--- src/rtl/mips_pkg.sv ---
// Shared opcode, ALU-op and control-bundle definitions for the
// MIPS pipeline ID stage.
package mips_pkg;

    localparam int OPCODE_W = 6;
    localparam int FUNCT_W  = 6;
    localparam int ALUOP_W  = 2;

    localparam logic [OPCODE_W-1:0] OP_RTYPE = 6'b000000;
    localparam logic [OPCODE_W-1:0] OP_LW    = 6'b100011;
    localparam logic [OPCODE_W-1:0] OP_SW    = 6'b101011;
    localparam logic [OPCODE_W-1:0] OP_BEQ   = 6'b000100;
    localparam logic [OPCODE_W-1:0] OP_ADDI  = 6'b001000;
    localparam logic [OPCODE_W-1:0] OP_J     = 6'b000010;

    localparam logic [ALUOP_W-1:0] ALUOP_ADD   = 2'b00;
    localparam logic [ALUOP_W-1:0] ALUOP_SUB   = 2'b01;
    localparam logic [ALUOP_W-1:0] ALUOP_FUNCT = 2'b10;

    typedef struct packed {
        logic               alu_src;
        logic               reg_dst;
        logic               mem_read;
        logic               mem_write;
        logic               mem_to_reg;
        logic               reg_write;
        logic               branch;
        logic [ALUOP_W-1:0] alu_op;
    } ctrl_t;

    localparam ctrl_t CTRL_NOP = '0;

endpackage

--- src/rtl/main_decoder.sv ---
// Combinational main decoder: opcode to EX/MEM/WB control bundle,
// plus rt-usage, jump and illegal-opcode flags.
module main_decoder
    import mips_pkg::*;
(
    input  logic [OPCODE_W-1:0] i_opcode,
    output ctrl_t               o_ctrl,
    output logic                o_uses_rt,
    output logic                o_jump,
    output logic                o_illegal
);

    // Opcode table; j and undefined opcodes decode to a bubble
    always_comb begin
        o_ctrl    = CTRL_NOP;
        o_uses_rt = 1'b0;
        o_jump    = 1'b0;
        o_illegal = 1'b0;
        unique case (i_opcode)
            OP_RTYPE: begin
                o_ctrl.reg_dst   = 1'b1;
                o_ctrl.reg_write = 1'b1;
                o_ctrl.alu_op    = ALUOP_FUNCT;
                o_uses_rt        = 1'b1;
            end
            OP_LW: begin
                o_ctrl.alu_src    = 1'b1;
                o_ctrl.mem_read   = 1'b1;
                o_ctrl.mem_to_reg = 1'b1;
                o_ctrl.reg_write  = 1'b1;
                o_ctrl.alu_op     = ALUOP_ADD;
            end
            OP_SW: begin
                o_ctrl.alu_src   = 1'b1;
                o_ctrl.mem_write = 1'b1;
                o_ctrl.alu_op    = ALUOP_ADD;
                o_uses_rt        = 1'b1;
            end
            OP_BEQ: begin
                o_ctrl.branch = 1'b1;
                o_ctrl.alu_op = ALUOP_SUB;
                o_uses_rt     = 1'b1;
            end
            OP_ADDI: begin
                o_ctrl.alu_src   = 1'b1;
                o_ctrl.reg_write = 1'b1;
                o_ctrl.alu_op    = ALUOP_ADD;
            end
            OP_J: begin
                o_jump = 1'b1;
            end
            default: begin
                o_illegal = 1'b1;
            end
        endcase
    end

endmodule

--- src/rtl/id_control_unit.sv ---
// ID-stage control: decode, load-use hazard detection and the
// ID/EX control register with bubble insertion.
module id_control_unit
    import mips_pkg::*;
#(
    parameter int INSTR_W   = 32,
    parameter int REG_AW    = 5,
    parameter bit HAZARD_EN = 1'b1
) (
    input  logic               clk,
    input  logic               rst_n,
    input  logic [INSTR_W-1:0] id_instr,
    input  logic               id_valid,
    input  logic               flush,
    input  logic               ex_hold,
    output logic               hazard_stall,
    output logic               id_jump,
    output logic               ex_valid,
    output logic [1:0]         ex_alu_op,
    output logic [5:0]         ex_funct,
    output logic               ex_alu_src,
    output logic               ex_reg_dst,
    output logic               ex_mem_read,
    output logic               ex_mem_write,
    output logic               ex_mem_to_reg,
    output logic               ex_reg_write,
    output logic               ex_branch,
    output logic [REG_AW-1:0]  ex_rs,
    output logic [REG_AW-1:0]  ex_rt,
    output logic [REG_AW-1:0]  ex_rd,
    output logic               ex_illegal
);

    ctrl_t                r_ctrl;
    logic                 r_valid;
    logic [FUNCT_W-1:0]   r_funct;
    logic [REG_AW-1:0]    r_rs;
    logic [REG_AW-1:0]    r_rt;
    logic [REG_AW-1:0]    r_rd;
    logic                 r_illegal;

    ctrl_t                w_ctrl;
    logic                 w_uses_rt;
    logic                 w_jump;
    logic                 w_illegal;
    logic                 w_load_use;
    logic [OPCODE_W-1:0]  w_opcode;
    logic [REG_AW-1:0]    w_rs;
    logic [REG_AW-1:0]    w_rt;
    logic [REG_AW-1:0]    w_rd;
    logic [FUNCT_W-1:0]   w_funct;
    logic                 w_unused;

    assign w_opcode = id_instr[31:26];
    assign w_rs     = id_instr[21 +: REG_AW];
    assign w_rt     = id_instr[16 +: REG_AW];
    assign w_rd     = id_instr[11 +: REG_AW];
    assign w_funct  = id_instr[5:0];
    assign w_unused = ^id_instr[10:6];

    main_decoder u_dec (
        .i_opcode  (w_opcode),
        .o_ctrl    (w_ctrl),
        .o_uses_rt (w_uses_rt),
        .o_jump    (w_jump),
        .o_illegal (w_illegal)
    );

    // Load in EX whose destination feeds the ID instruction
    always_comb begin
        w_load_use = 1'b0;
        if (HAZARD_EN && r_valid && r_ctrl.mem_read &&
            (r_rt != '0) && id_valid) begin
            w_load_use = (r_rt == w_rs) ||
                         ((r_rt == w_rt) && w_uses_rt);
        end
    end

    // Stall/jump requests; flush squashes both, and a jump held
    // in ID redirects only once it actually proceeds
    always_comb begin
        hazard_stall = id_valid && !flush &&
                       (ex_hold || w_load_use);
        id_jump      = id_valid && w_jump && !flush &&
                       !hazard_stall;
    end

    // ID/EX register: reset > flush > hold > load-use > capture
    always_ff @(posedge clk) begin
        if (!rst_n || flush || (!ex_hold && w_load_use)) begin
            r_ctrl    <= CTRL_NOP;
            r_valid   <= 1'b0;
            r_funct   <= '0;
            r_rs      <= '0;
            r_rt      <= '0;
            r_rd      <= '0;
            r_illegal <= 1'b0;
        end else if (!ex_hold) begin
            if (id_valid && !w_illegal && !w_jump) begin
                r_ctrl    <= w_ctrl;
                r_valid   <= 1'b1;
                r_funct   <= w_funct;
                r_rs      <= w_rs;
                r_rt      <= w_rt;
                r_rd      <= w_rd;
                r_illegal <= 1'b0;
            end else begin
                r_ctrl    <= CTRL_NOP;
                r_valid   <= 1'b0;
                r_funct   <= '0;
                r_rs      <= '0;
                r_rt      <= '0;
                r_rd      <= '0;
                r_illegal <= id_valid && w_illegal;
            end
        end
    end

    assign ex_valid      = r_valid;
    assign ex_alu_op     = r_ctrl.alu_op;
    assign ex_funct      = r_funct;
    assign ex_alu_src    = r_ctrl.alu_src;
    assign ex_reg_dst    = r_ctrl.reg_dst;
    assign ex_mem_read   = r_ctrl.mem_read;
    assign ex_mem_write  = r_ctrl.mem_write;
    assign ex_mem_to_reg = r_ctrl.mem_to_reg;
    assign ex_reg_write  = r_ctrl.reg_write;
    assign ex_branch     = r_ctrl.branch;
    assign ex_rs         = r_rs;
    assign ex_rt         = r_rt;
    assign ex_rd         = r_rd;
    assign ex_illegal    = r_illegal;

endmodule
--- config.mk ---
export PLATFORM = sky130hd
export DESIGN_NAME = id_control_unit
export DESIGN_NICKNAME = d
export VERILOG_FILES = /design/src/rtl/mips_pkg.sv /design/src/rtl/main_decoder.sv /design/src/rtl/id_control_unit.sv
export SDC_FILE = /design/constraint.sdc
export NUM_CORES = 1
export LEC_CHECK = 0
export CORE_ASPECT_RATIO = 1.1
export CORE_MARGIN = 5
export CORE_UTILIZATION = 43
export DETAILED_ROUTE_END_ITERATION = 6
export PLACE_DENSITY = 0.84
export SYNTH_ARGS = -nofsm -noshare
export SYNTH_HDL_FRONTEND = slang
export SYNTH_SLANG_ARGS = --single-unit
--- constraint.sdc ---
create_clock -name clk -period 4.99 [get_ports clk]
set_clock_uncertainty 0.05 [all_clocks]
set_input_delay 0.7485 -clock clk [delete_from_list [all_inputs] [get_ports clk]]
set_output_delay 0.7485 -clock clk [all_outputs]
set_load 0.005 [all_outputs]
; ---- After elaboration in Yosys (flattened, before gate mapping)
; Cells that the tools add are included.
[totals]
reg_bits = 32
latchBits = 0
ramBits = 0
mem_bits_ro = 0
in_bits = 37
out_inout_bits = 34
wordCells = 67
memories = 0
[classes]
addsub = 0
n_mul = 0
div_mod_pow = 0
order_cmp = 0
n_eq_ne = 7
n_shift = 0
n_mux = 18
bitwise = 0
n_reduce_logical = 28
[op_table]
columns = operator, n
row1 = 2-to-1 mux 5 bit, 3
row2 = logical AND 1 bit, 13
row3 = "== test 6 bit, second input constant", 2
row4 = 2-to-1 mux 1 bit, 12
row5 = == test 5 bit, 2
row6 = 2-to-1 mux 9 bit, 1
row7 = OR reduction 3 bit, 3
row8 = "== test 6 x 2 -> 1 bit, second input constant", 1
row9 = "== test 6 x 3 -> 1 bit, second input constant", 1
row10 = "== test 6 x 4 -> 1 bit, second input constant", 1
row11 = zero test 6 bit, 1
row12 = 2-to-1 mux 6 bit, 1
row13 = OR reduction 6 bit, 1
row14 = zero test 1 bit, 5
row15 = nonzero test 5 bit, 1
row16 = logical OR 1 bit, 4
row17 = case mux 2 bit (2 select lines), 1

; ---- Logic depth before layout (Yosys ltp)
; Gate-level depths: netlist of the first run.
[depth]
depth_word = 10
mapped_depth = 7

; ---- By module
; A second synthesis of the first run with hierarchy kept.
[hier_totals]
hier_cells = 226
hier_area_um2 = 1836.8
[by_module_without_submodules]
columns = module, n_inst, cells_per_inst, area_per_inst_um2, seq_area_each_um2
row1 = id_control_unit, 1, 200, 1637.8, 640.6
row2 = main_decoder, 1, 26, 198.9, 0.0

; ---- Least setup slack after synthesis of the first run
; Ideal clock, no wire load.
[synth_timing]
path_type = input to output
from = input id_instr[20]
to = output hazard_stall
t_arrival_ns = 1.774
required_time_ns = 4.192
path_slack_ns = 2.418
stages = 5
path_buffers = 0
path_cell_list = xor2_1 > nor4_1 > nand3_1 > a21oi_1 > o211a_1
[synth_via]
elab_chain_len = 6
[synth_lines]
columns = item, line_no
row1 = from (decl), id_control_unit.sv:12  ; input logic [INSTR_W-1:0] id_instr,
row2 = == test 5 bit, id_control_unit.sv:75  ; ((r_rt == w_rt) && w_uses_rt);
row3 = logical AND 1 bit, id_control_unit.sv:75
row4 = logical OR 1 bit, id_control_unit.sv:74  ; w_load_use = (r_rt == w_rs) ||
row5 = 2-to-1 mux 1 bit, id_control_unit.sv:72  ; if (HAZARD_EN && r_valid && r_ctrl.mem_read &&
row6 = logical OR 1 bit, id_control_unit.sv:83  ; (ex_hold || w_load_use);
row7 = logical AND 1 bit, id_control_unit.sv:82  ; hazard_stall = id_valid && !flush &&
row8 = to (decl), id_control_unit.sv:16  ; output logic hazard_stall,
; Every way passes these cells.

; ---- Final worst setup path of the first run
; Same ends and word-level chain as after synthesis.

==> impl_metrics.csv, run 1 <==
group,metric,value,unit
synthesis,synth_compound_area_share,24.5,%
route,top_layer,"met4",
timing,hold_slack,420,ps
synthesis,syn_area,1440,sq um
setup_path,worstRegToRegCells,5,
pwr,seq_power_share,47.9,%
layout,nets,255,
clock_network,postCtsSetupBuffers,0,
floorplan,initial_utilization,43.8,%
pwr,power_density,241,nW/um^2
route,wl,3.78,mm
route,wl_met1,1.55,mm
timing,slew_headroom,43.8,%
timing,drv_slew,0,
route,drc,0,
floorplan,die_h,70.6,um
route,met2_wirelength,1.82,mm
pwr,leakage,0.755,nW
timing,setup-tns-final,0,ps
setup_path,crit_fanout,3,
layout,drive_gt1_share,7.31,%
synthesis,yosys.area_share.xor_xnor,6.10,%
setup_path,startpoint_type,"primary input",
clock_network,cts-resized-gates,0,
route,drtAntennaViolNets,0,
clock_network,cts_tree,"done",
setup_path,cp_data_required_time,4190,ps
pwr,internal-power,0.000401,W
synthesis,synth_edf_count,0,
synthesis,ys_types,36,
timing,fmax,268,MHz
synthesis,synth_top_area_cell,"dfxtp_1",
floorplan,boundaryPins,71,
setup_path,rrSetupSlack,2960,ps
setup_path,endpoint_kind,"output port",
route,wl_met3,382,um
pwr,p_comb_share,11.8,%
synthesis,ys_seq_area_share,43.2,%
setup_path,cp.arrival,2930,ps
floorplan,fp.dieW,65.1,um
synthesis,synth_top_area_share,43.2,%
route,routedWlPerCell,14.8,um
run,maxCapViolCount,0,
clock_network,cts-root-buf,"clkbuf_4",
timing,period_needed,3730,ps
synthesis,yosys_warnings,0,
floorplan,coreArea,3280,sq um
layout,synthToLayoutAreaGrowth,50.6,%
setup_path,r2r-end,"ex_funct[2]",
synthesis,synth-main-ff-cell,"dfxtp_1",
synthesis,avgSynthCellArea,9.26,sq um
clock_network,cts_inserted_buffers,5,
clock_network,htree_levels,2,
synthesis,synth-simple-area-share,21.2,%
synthesis,synth_fp_nets,192,
global_routing,globalRoute.totalOverflow,0,
timing,rsz0062_at_grt,"no",
pwr,peakVddDrop,0.173,mV
route,routed_via_density,5.47,
clock_network,holdBufCountCts,0,
clock_network,cts_sinks,31,
min_path,hp-class,"flip-flop to flip-flop",
synthesis,synth_top_family_by_area,"compound AO/OA/AOI/OAI gates",
synthesis,synthTopCellsByArea,"dfxtp_1 (43%), a22oi_1 (11%), nor2_1 (7.3%), xnor2_1 (3.1%), xor2_1 (3.1%)",
layout,diodes,0,
global_routing,grt_max_degree,36,
clock_network,clkTransAtPathRegs,110,ps
route,drtIter0Drc,86,
global_routing,antenna_found_initial,0,
status,status,"finished, final reports clean",
synthesis,ys_ff_latch,31,
timing,setup_viol,0,
setup_path,critical_path.startpoint,"id_instr[20]",
setup_path,crit_end,"hazard_stall",
route,vias,1396,
synthesis,postSynth.asyncResetShare,0,%
clock_network,clkLatencyLatePin,340,ps
pwr,p_sw_share,22.9,%
synthesis,synth_mux_area_share,0,%
timing,fin_crit_sh,74.7,%
placement,port-buffer-count,65,
layout,fillerInstances,273,
layout,seq_area,621,sq um
placement,place_hpwl,2.70,mm
timing,hold_viol,0,
pwr,power_frac_clock,40.3,%
layout,multi_input_area,743,sq um
setup_path,r2r_start,"ex_rt[2]",
synthesis,syn-instance-count,155,
pwr,power_switching,0.000119,W
global_routing,grt_pass1_wl,6.09,mm
global_routing,grt_usage,17.2,%
floorplan,row_count,22,
timing,tightest_slew,843,ps
floorplan,die_area,4590,sq um
clock_network,clk_path_buf_depth,2,
placement,gp_congestion,0.852,
setup_path,path_class,"primary input to output port",
route,drt_pass1_iterations,4,
synthesis,synth_fa_ha_area_share,0,%
global_routing,grt_pass1_vias,1368,
## cells in the mapped netlist, drive strengths merged (2+ instances only)
cell / n
a21o: 3
a22oi: 21
a32oi: 2
nor4: 2
nand2: 8
xnor2: 5
xor2: 5
nand4: 4
nand4b: 2
dfxtp: 31
nand3: 4
a21oi: 8
buf: 4
nor2: 30
inv: 2
clkbuf: 6
## state kept, by name, indices dropped and copies added, names as in the netlist
name and flops:
ex_funct 6, ex_valid 1, ex_rs 5, ex_rt 5, ex_rd 5, ex_mem_read 1, ex_reg_dst 1, ex_alu_op 2
ex_branch 1, ex_illegal 1, ex_mem_write 1, ex_alu_src 1, ex_reg_write 1
## cells in the final DEF, fill, tap and decap left out, types with 2 or more instances in the layout
| cell type | instances |
|---|---|
| a21oi_1 | 8 |
| nor2_1 | 28 |
| a32oi_1 | 2 |
| nor4_1 | 2 |
| nand3_1 | 4 |
| nand2_1 | 8 |
| xnor2_1 | 5 |
| nand4_1 | 4 |
| a22oi_1 | 21 |
| clkbuf_4 | 5 |
| nand4b_1 | 2 |
| inv_1 | 2 |
| dfxtp_1 | 31 |
| nor2_2 | 2 |
| a21o_1 | 3 |
| xor2_1 | 5 |
| clkdlybuf4s50_1 | 65 |
## how the worst min path moves through the flow
stage                            start      endpoint  slack (ps)  depth (start not counted)
after global placement    ex_mem_write  ex_mem_write         400                          2
after detailed placement     ex_branch     ex_branch         400                          2
after global routing      ex_mem_write  ex_mem_write         440                          2
after CTS                    ex_branch     ex_branch         420                          2
after floorplan           ex_mem_write  ex_mem_write         410                          2
final                        ex_branch     ex_branch         420                          2
## cell type report
cell class / count / area share, %
clock buffers: 6 / 2.37
clock inverters: 2 / 1.62
inverters: 2 / 0.347
multi-input cells: 112 / 34.4
flip-flops and latches: 31 / 28.7
well taps: 36 / 2.08
repair buffers: 66 / 30.5
## cell families after synthesis
logic type / after synthesis
flip-flops: 31
AO/OA/AOI/OAI: 42
XOR/XNOR: 10
buffers and inverters: 12
AND/OR/NAND/NOR: 60
## per-stage QoR
step	util, %	worst slack, ps	instances	cell area (sq um)	total power (W)
floorplan	-	2420	155	1440	0.000282
detailed placement	63.3	1240	247	2070	0.000317
global placement	63.3	1250	247	2070	0.000316
global route	66.0	1160	255	2160	0.000544
CTS	66.0	1260	255	2160	0.000526
finish	66.0	1260	255	2160	0.000520
## power by group through the flow
stage	combinational (W)	clock [W]	sequential [W]
floorplan	0.0000272	0	0.000255
global placement	0.0000613	0	0.000255
detailed placement	0.0000618	0	0.000255
CTS	0.0000620	0.000215	0.000249
global route	0.0000661	0.000228	0.000249
finish	0.0000615	0.000209	0.000249
## per-layer routing
metal / global-route usage, % / vias up
met5: 0 / -
li1: - / 694
met3: 8.73 / 4
met1: 19.1 / 635
met2: 28.3 / 63
met4: 6.45 / 0
## worst max-delay path, cell delays in order
cell and delay (ps):
clkdlybuf4s50_1 430, xor2_1 150, nor4_1 590, nand3_1 140
a21oi_1 200, o211a_1 160, clkdlybuf4s50_1 510
Power figures use the tool's default switching activity.
==> run 2: changes to the inputs <==
- CORE_UTILIZATION: 43 -> 40
- PLACE_DENSITY: 0.84 -> 0.79
- clock period: 4.99 -> 3.58 ns (I/O delays scaled with it)
==> impl_metrics.csv, run 2 (synthesis gave the netlist of run 1 again) <==
group,metric,value,unit
route,drtAntennaViolNets,0,
route,met2_wirelength,1.81,mm
clock_network,cts_tree,"done",
route,wl_met1,1.61,mm
clock_network,cts_inserted_buffers,5,
pwr,p_sw_share,24.7,%
setup_path,rrSetupSlack,1570,ps
placement,gp_congestion,0.891,
pwr,internal-power,0.000471,W
global_routing,grt_pass1_vias,1319,
timing,fin_ws,340,ps
floorplan,row_count,22,
placement,place_hpwl,2.78,mm
placement,port-buffer-count,65,
floorplan,die_h,72.8,um
timing,tightest_slew,808,ps
placement,dpl_worst_slack,330,ps
route,vias,1408,
route,routed_via_density,5.23,
floorplan,die_area,4890,sq um
pwr,power_density,290,nW/um^2
timing,setup_viol,0,
clock_network,holdBufCountCts,0,
global_routing,globalRoute.totalOverflow,0,
status,status,"finished, final reports clean",
route,drc,0,
timing,fin_crit_sh,90.5,%
layout,instances_no_fill,269,
setup_path,crit_fanout,8,
run,maxCapViolCount,0,
clock_network,cts-resized-gates,0,
floorplan,initial_utilization,42.0,%
setup_path,endpoint_kind,"output port",
clock_network,postCtsSetupBuffers,0,
global_routing,grt_pass1_wl,6.10,mm
timing,fmax,309,MHz
timing,drv_slew,0,
clock_network,clkTransAtPathRegs,100,ps
layout,largest_reg_flops,6,
clock_network,cts-root-buf,"clkbuf_4",
layout,nets,257,
setup_path,path_class,"primary input to output port",
pwr,peakVddDrop,0.226,mV
timing,rsz0062_at_grt,"no",
global_routing,grt_usage,16.3,%
floorplan,boundaryPins,71,
setup_path,startpoint_type,"primary input",
layout,diodes,0,
route,drt_pass1_iterations,4,
pwr,power_switching,0.000154,W
pwr,seq_power_share,55.5,%
floorplan,coreArea,3410,sq um
pwr,leakage,0.746,nW
clock_network,clkLatencyLatePin,320,ps
layout,fillerInstances,315,
placement,dp_cells,261,
timing,setup-tns-final,0,ps
setup_path,cp_data_required_time,2990,ps
min_path,hp-class,"flip-flop to flip-flop",
timing,slew_headroom,46.1,%
layout,mostFrequentLayoutCells,"clkdlybuf4s50_1 (65), dfxtp_1 (31), nor2_1 (28)",
global_routing,antenna_found_initial,0,
clock_network,htree_levels,2,
timing,period_needed,3240,ps
layout,drive_gt1_share,7.24,%
route,drtIter0Drc,115,
route,wl_met3,350,um
pwr,power_frac_clock,30.4,%
pwr,p_comb_share,14.0,%
setup_path,cp.arrival,2650,ps
clock_network,clk_path_buf_depth,2,
layout,layout_commonest_cell,"clkdlybuf4s50_1",
route,top_layer,"met4",
layout,synthToLayoutAreaGrowth,50.1,%
route,routedWlPerCell,14.2,um
timing,hold_slack,419,ps
floorplan,fp.dieW,67.1,um
clock_network,cts_sinks,31,
route,wl,3.82,mm
timing,hold_viol,0,
global_routing,grt_max_degree,36,
## run 2: area by class of cell
class | instances | area, sq um | area share, %
clock inverters | 1 | 5.00 | 0.232
flip-flops and latches | 31 | 621 | 28.8
well taps | 48 | 60.1 | 2.79
repair buffers | 68 | 673 | 31.2
multi-input cells | 112 | 743 | 34.5
clock buffers | 7 | 45.0 | 2.09
inverters | 2 | 7.51 | 0.348
## run 2: worst paths after layout
| kind | start | end | depth (start not counted) |
|---|---|---|---|
| setup / recovery | id_instr[27] | id_jump | 7 |
| hold / removal | ex_mem_write | ex_mem_write | 2 |
| setup reg to reg | ex_rt[1] | ex_rt[3] | 5 |
| hold reg to reg | ex_mem_write | ex_mem_write | 2 |
## run 2: power by group through the flow
stage	Clock (W)	Sequential (W)	Combinational, W
final	0.000190	0.000347	0.0000878
after global routing	0.000223	0.000347	0.0000944
after floorplan	0	0.000355	0.0000379
after detailed placement	0	0.000355	0.0000875
after global placement	0	0.000355	0.0000872
after CTS	0.000198	0.000347	0.0000878
## run 2: worst max-delay path, cell delays in order
cell and delay (ps):
clkdlybuf4s50_1 530, and4b_1 300, a21o_1 220, nand3_1 70
a21oi_1 70, nor4b_1 360, clkdlybuf4s50_1 570
## run 2: per-stage QoR
stage	total power (W)	instance area, sq um	util [%]
floorplan	0.000393	1440	-
global placement	0.000442	2100	61.7
detailed placement	0.000443	2100	61.7
CTS	0.000633	2150	63.1
global route	0.000665	2150	63.1
finish	0.000625	2150	63.1
## run 2: metal layers
| metal | up-vias | GRT usage, % |
|---|---|---|
| met1 | 653 | 19.6 |
| li1 | 696 | - |
| met5 | - | 0 |
| met3 | 6 | 6.16 |
| met2 | 53 | 26.3 |
| met4 | 0 | 6.08 |
